**src/rtl/exe_hazard_ctrl.sv**
```systemverilog
// EXE-stage pipeline controller: load-use stall, taken-branch redirect/flush, memory freeze.
// Optional perf counters are built only when HAZARD_PERF_CNT_EN is defined.
module exe_hazard_ctrl #(
  parameter int PC_SIZE        = 32,
  parameter int LOAD_STALL_CYC = 1,
  parameter int CNT_W          = 16
) (
  input  logic               clk,
  input  logic               rst,
  input  logic [4:0]         id_rs1,
  input  logic [4:0]         id_rs2,
  input  logic               id_uses_rs2,
  input  logic [4:0]         ex_rd,
  input  logic               ex_mem_read,
  input  logic               ex_branch,
  input  logic               ex_zero,
  input  logic [PC_SIZE-1:0] ex_pc_jump,
  input  logic               mem_req,
  input  logic               mem_ready,
  output logic               pc_write,
  output logic               if_id_write,
  output logic               if_id_flush,
  output logic               id_ex_write,
  output logic               id_ex_bubble,
  output logic               ex_mem_write,
  output logic               pc_sel,
  output logic [PC_SIZE-1:0] pc_target,
  output logic [CNT_W-1:0]   stall_cnt,
  output logic [CNT_W-1:0]   flush_cnt
);

  if (LOAD_STALL_CYC < 1 || LOAD_STALL_CYC > 15) begin : g_bad_param
    $error("LOAD_STALL_CYC must be in 1..15");
  end

  typedef enum logic [0:0] {
    ST_RUN   = 1'b0,
    ST_STALL = 1'b1
  } state_e;

  localparam logic [3:0] STALL_INIT = 4'(LOAD_STALL_CYC - 1);

  state_e     state_q, state_d;
  logic [3:0] cnt_q, cnt_d;

  logic freeze;
  logic branch_taken;
  logic rd_match;
  logic load_use;
  logic stall_event;
  logic flush_event;

  assign freeze       = mem_req & ~mem_ready;
  // A stalled EXE holds a bubble, so its branch inputs are stale and must not redirect.
  assign branch_taken = (state_q == ST_RUN) & ex_branch & ex_zero;
  assign rd_match     = (ex_rd == id_rs1) | (id_uses_rs2 & (ex_rd == id_rs2));
  assign load_use     = (state_q == ST_RUN) & ex_mem_read & (ex_rd != 5'd0) & rd_match;

  // NOTE: every output and next-state value gets a default before any branch, so no path
  // leaves a signal unassigned and no latch is inferred.
  always_comb begin
    pc_write     = 1'b1;
    if_id_write  = 1'b1;
    id_ex_write  = 1'b1;
    ex_mem_write = 1'b1;
    if_id_flush  = 1'b0;
    id_ex_bubble = 1'b0;
    pc_sel       = 1'b0;
    state_d      = state_q;
    cnt_d        = cnt_q;
    stall_event  = 1'b0;
    flush_event  = 1'b0;

    if (rst) begin
      pc_write     = 1'b0;
      if_id_write  = 1'b0;
      id_ex_write  = 1'b0;
      ex_mem_write = 1'b0;
      if_id_flush  = 1'b1;
      id_ex_bubble = 1'b1;
      state_d      = ST_RUN;
      cnt_d        = 4'd0;
    end else if (freeze) begin
      pc_write     = 1'b0;
      if_id_write  = 1'b0;
      id_ex_write  = 1'b0;
      ex_mem_write = 1'b0;
    end else if (state_q == ST_STALL) begin
      pc_write     = 1'b0;
      if_id_write  = 1'b0;
      id_ex_bubble = 1'b1;
      stall_event  = 1'b1;
      cnt_d        = cnt_q - 4'd1;
      if (cnt_q <= 4'd1) begin
        state_d = ST_RUN;
        cnt_d   = 4'd0;
      end
    end else if (branch_taken) begin
      if_id_flush  = 1'b1;
      id_ex_bubble = 1'b1;
      pc_sel       = 1'b1;
      flush_event  = 1'b1;
    end else if (load_use) begin
      pc_write     = 1'b0;
      if_id_write  = 1'b0;
      id_ex_bubble = 1'b1;
      stall_event  = 1'b1;
      if (LOAD_STALL_CYC > 1) begin
        state_d = ST_STALL;
        cnt_d   = STALL_INIT;
      end
    end
  end

  assign pc_target = pc_sel ? ex_pc_jump : '0;

  // NOTE: sequential state uses non-blocking assignments so every register samples
  // the pre-edge values, independent of statement order.
  always_ff @(posedge clk) begin
    if (rst) begin
      state_q <= ST_RUN;
      cnt_q   <= 4'd0;
    end else begin
      state_q <= state_d;
      cnt_q   <= cnt_d;
    end
  end

`ifdef HAZARD_PERF_CNT_EN
  logic [CNT_W-1:0] stall_cnt_q, stall_cnt_d;
  logic [CNT_W-1:0] flush_cnt_q, flush_cnt_d;

  // Saturating event counters; stall_event/flush_event are already masked by rst and freeze.
  always_comb begin
    stall_cnt_d = stall_cnt_q;
    flush_cnt_d = flush_cnt_q;
    if (stall_event && (stall_cnt_q != '1)) stall_cnt_d = stall_cnt_q + 1'b1;
    if (flush_event && (flush_cnt_q != '1)) flush_cnt_d = flush_cnt_q + 1'b1;
  end

  always_ff @(posedge clk) begin
    if (rst) begin
      stall_cnt_q <= '0;
      flush_cnt_q <= '0;
    end else begin
      stall_cnt_q <= stall_cnt_d;
      flush_cnt_q <= flush_cnt_d;
    end
  end

  assign stall_cnt = stall_cnt_q;
  assign flush_cnt = flush_cnt_q;
`else
  logic unused_events;
  assign unused_events = stall_event ^ flush_event;
  assign stall_cnt     = '0;
  assign flush_cnt     = '0;
`endif

endmodule

```
**config.mk**
```make
export PLATFORM = sky130hd
export DESIGN_NAME = exe_hazard_ctrl
export DESIGN_NICKNAME = d
export VERILOG_FILES = /design/src/rtl/exe_hazard_ctrl.sv
export SDC_FILE = /design/constraint.sdc
export NUM_CORES = 1
export LEC_CHECK = 0
export ABC_AREA = 1
export CORE_UTILIZATION = 31
export DETAILED_ROUTE_END_ITERATION = 10
export HOLD_SLACK_MARGIN = 0.05
export PLACE_DENSITY = 0.88
export SLEW_MARGIN = 20
export SYNTH_ARGS = -nofsm -noshare
export SYNTH_HDL_FRONTEND = slang
export SYNTH_SLANG_ARGS = --single-unit
export TNS_END_PERCENT = 1
```
**constraint.sdc**
```tcl
create_clock -name clk -period 3 [get_ports clk]
set_input_delay 0.6 -clock clk [delete_from_list [all_inputs] [get_ports clk]]
set_output_delay 0.6 -clock clk [all_outputs]
set_load 0.05 [all_outputs]
```
* Word-level counts from Yosys, hierarchy flattened
Index checks and enable logic that the tools add are counted.
Operators by class: reductions and logical operators 2, bitwise gates (word level) 11, mux-type cells 21, $add $sub $neg 1, $lt $le $gt $ge 1, equal/unequal tests 2
Operator list (count):
- 32-bit 2-to-1 mux | 1
- 1-bit 2-to-1 mux | 19
- 5-bit equality test | 2
- 1-bit bitwise AND | 7
- 5-bit nonzero test | 1
- 4-bit by 1-bit <= comparator with 1-bit output, second input constant | 1
- 4-bit 2-to-1 mux | 1
- 4-bit by 1-bit subtractor with 4-bit output, second input constant | 1
- 1-bit inverter | 3
- 2-bit AND reduction | 1
- 1-bit OR | 1
Storage, ports and cells: output and inout port bits 71, flip-flop bits (word level) 5, logic and storage cells 40

* Longest topological paths before layout
depth in word-level cells 9, gate-level depth with buffers 10, mapped depth without buffers 10

* Worst setup path after synthesis
Ideal clock, no wire load.
path type input to output, start input port mem_req, end output port pc_write, slack 55 ps, arrival time 2345 ps, stages 7, cells stage by stage inv_1 > or2_1 > inv_2 > nor2_1 > nand3_1 > inv_1 > buf_4
Between the ends: word-level cells in the longest chain between the ends 3
Ends and longest elaborated chain:
- start: declaration | line 18 | input logic mem_req,
- 1-bit bitwise AND | line 53 | assign freeze = mem_req & ~mem_ready;
- 1-bit 2-to-1 mux (2 in a row)
- end: declaration | line 20 | output logic pc_write,
No other way between the ends.

* Worst setup path after layout
start input port mem_req, end output port pc_target[0]
Between the ends: word-level cells in the longest chain between the ends 4
Ends and longest elaborated chain:
- 1-bit bitwise AND | line 53
- 1-bit 2-to-1 mux (2 in a row)
- 32-bit 2-to-1 mux | line 115 | assign pc_target = pc_sel ? ex_pc_jump : '0;
- end: declaration | line 27 | output logic [PC_SIZE-1:0] pc_target,
No other way between the ends.

==> summary.txt <==
Synth
  – Synth unique cells: 23
  – Leading area contributor after synthesis: buf_4
  – Synth Flop Type: dfxtp_1
  – Register area share after synthesis: 8.71%
  – Syn avg cell area: 5.69 sq um
  – Async SR Flop Fraction: 0%
  – Yosys top cell area share: 22.2%
  – Cell Area, Synth: 1150 sq um
  – Yosys warning count: 0
  – Dominant cell by count in the synthesized netlist: inv_1
  – Number of flops mapped to enable cells by yosys: 0
  – Flops & latches, synth: 5
  – Post-Synthesis Cells: 202
  – Synth top cells by count: 54 x inv_1, 34 x buf_4, 34 x nand2_1
  – Top post-synthesis cells by area: buf_4 22%, inv_1 18%, nor2_2 16%, nand2_1 11%, dfxtp_1 8.7%

Place
  – Post-detail-place hpwl: 2700 microns
  – IO buf count: 93
  – Pre-CTS WS: 277 ps
  – Routability cong.: 0.761

Die
  – Die Span Y: 62.9 microns
  – Core Area: 3440 sq um
  – I/O pin count: 126
  – Die area: 3960 sq um
  – Starting Density: 33.4%
  – Num rows: 21
  – Die Wd: 62.9 microns

Power and ir drop
  – Cell area power density: 256 nW/um^2
  – Total power draw: 515 uW
  – VDD IR-drop max: 0.000226 V
  – Leakage power: 0.00115 uW

CTS
  – Root buffer selected by CTS: clkbuf_8
  – Post-CTS Setup Repair Bufs: 0
  – Num CTS Buffers: 3
  – Clock latency on the worst-skew pair: 220 ps
  – CTS tree: yes
  – Post_cts resized: 0
  – Maximum buffer depth of the clock tree: 2
  – Worst-path clk slew: 30 ps
  – CTS Sinks: 5
  – Cts hold-fix bufs: 0
  – Max H-tree Level: 1

Layout
  – Layout area overhead: 74.6%
  – NumNets Final: 352
  – Share of cells above drive strength 1: 26.5%
  – N_diodes: 0

Timing
  – Fin worst setup slack: 276 ps
  – Max Transition Viols Final: 0
  – RSZ-0062 raised after global routing: false
  – TNS Setup: 0 ps
  – Clk_skew: 2.98 ps
  – Final setup vio count: 0
  – Final hold vios: 0
  – Period Utilization, post-route: 90.8%
  – Tmin final: 2720 ps
  – Max Fclk: 0.367 GHz

Setup path
  – CP most frequent cell: inv_2
  – CP cell instances: clkdlybuf4s50_1, inv_1, or2_1, inv_2, nor3_4, inv_2, buf_12, nor2_1, buf_4
  – Largest stage delay on the critical path: 450 ps
  – Slowest-stage cell, CP: clkdlybuf4s50_1
  – Worst Setup End Kind: primary output
  – CP arrival: 2120 ps
  – Req. time, crit path: 2400 ps
  – CP Launch Type: primary input
  – Setup Crit Path Kind: primary input to primary output
  – CP max FO: 28

Global route
  – Global-route wire length before repair: 4850 microns
  – GRT Total Usage: 15.1%
  – Initial antenna violation count: 0
  – Most Crowded Layer GR: met2
  – Pin count of the biggest net entering global routing: 29
  – Met1 usage: 13.2%
  – Grt ovf: 0
  – GR Layer Usage met3: 5.11%
  – Vias in the first global route: 1167
  – Met2 usage: 30.0%

Route
  – Antenna viol nets, final: 0
  – Remaining DRCs: 0
  – Detailed Routing Iterations Pass 1: 4
  – Vias per inst: 3.92
  – Routed length per instance: 9.00 microns
  – Vias: 1333
  – WL final: 3060 microns
  – Starting DRT DRC Count: 24

Run
  – Max Cap Viol: 0

Min path
  – Worst min path class: flip-flop to flip-flop

Run status
  – Status: finished, final reports clean
layout by cell type, fill, tap and decap left out:
master | Yosys | final
o21ai_0 | 3 | 3
inv_1 | 54 | 54
buf_12 | 0 | 7
nand4_1 | 1 | 1
xor2_1 | 2 | 2
nand3_1 | 6 | 6
or2_1 | 1 | 1
o211ai_1 | 1 | 1
inv_2 | 3 | 3
nand2_1 | 34 | 34
nand3_2 | 1 | 1
a22oi_1 | 1 | 1
ha_1 | 2 | 2
nor3_1 | 1 | 1
nor3_4 | 1 | 1
dfxtp_1 | 5 | 5
xnor2_1 | 1 | 1
clkbuf_8 | 0 | 3
clkdlybuf4s50_1 | 0 | 54
nor2_1 | 13 | 13
buf_4 | 34 | 33
conb_1 | 1 | 32
nor2_2 | 30 | 30
clkbuf_1 | 0 | 1
a2bb2oi_1 | 1 | 1
a21oi_1 | 3 | 3
flip-flops by register name (all words and copies together) (netlist names):
register and cells:
state_q 1, cnt_q 4
through the flow:
| step | hold slack, ps | area, sq um | cells | util, % |
|---|---|---|---|---|
| global placement | 502 | 1960 | 336 | 57.0 |
| finish | 523 | 2010 | 340 | 58.3 |
| detailed placement | 517 | 1960 | 336 | 57.0 |
| global route | 552 | 2010 | 340 | 58.3 |
| CTS | 523 | 2010 | 340 | 58.3 |
| floorplan | 477 | 1270 | 233 | - |
cell type report:
class | instances | area (sq um)
fill | 333 | 1430
timing repair buffer | 94 | 928
multi-input combinational | 134 | 663
inverter | 57 | 214
sequential | 5 | 100
tap | 46 | 57.6
clock buffer | 4 | 45.0
layer usage:
metal  share of wire [%]  up-vias
met4                 1.1        0
li1                    -      688
met1                  33      572
met2                  55       69
met3                  11        4
met5                   0        -
power by group:
part               switching [uW]  internal, uW
clock                        34.9          91.4
combinational                 208           114
sequential     0.0000000000000323          66.9
worst paths after layout:
check,startpoint,endpoint,slack (ps),cells past startpoint
worst max register to register,cnt_q[0],cnt_q[2],1580,7
worst min-delay path,cnt_q[2],cnt_q[2],520,2
worst max-delay path,mem_req,pc_target[0],280,9
worst min register to register,cnt_q[2],cnt_q[2],520,2
cell families (layout without fill, tap and decap cells):
logic type	Yosys count	count (layout)	share of synthesized area, %
buf+inv	94	155	43.7
simple gates	88	88	38.1
compound gates	9	9	4.68
flops	5	5	8.71
xor+xnor	3	3	2.29
fa+ha+maj	2	2	2.18
other cells	1	32	0.326
worst max-delay path: cells and delay by family:
family	cells	cell delay (ps)
AND/OR/NAND/NOR	3	360
buffers and inverters	6	1150
Power figures use the tool's default switching activity.
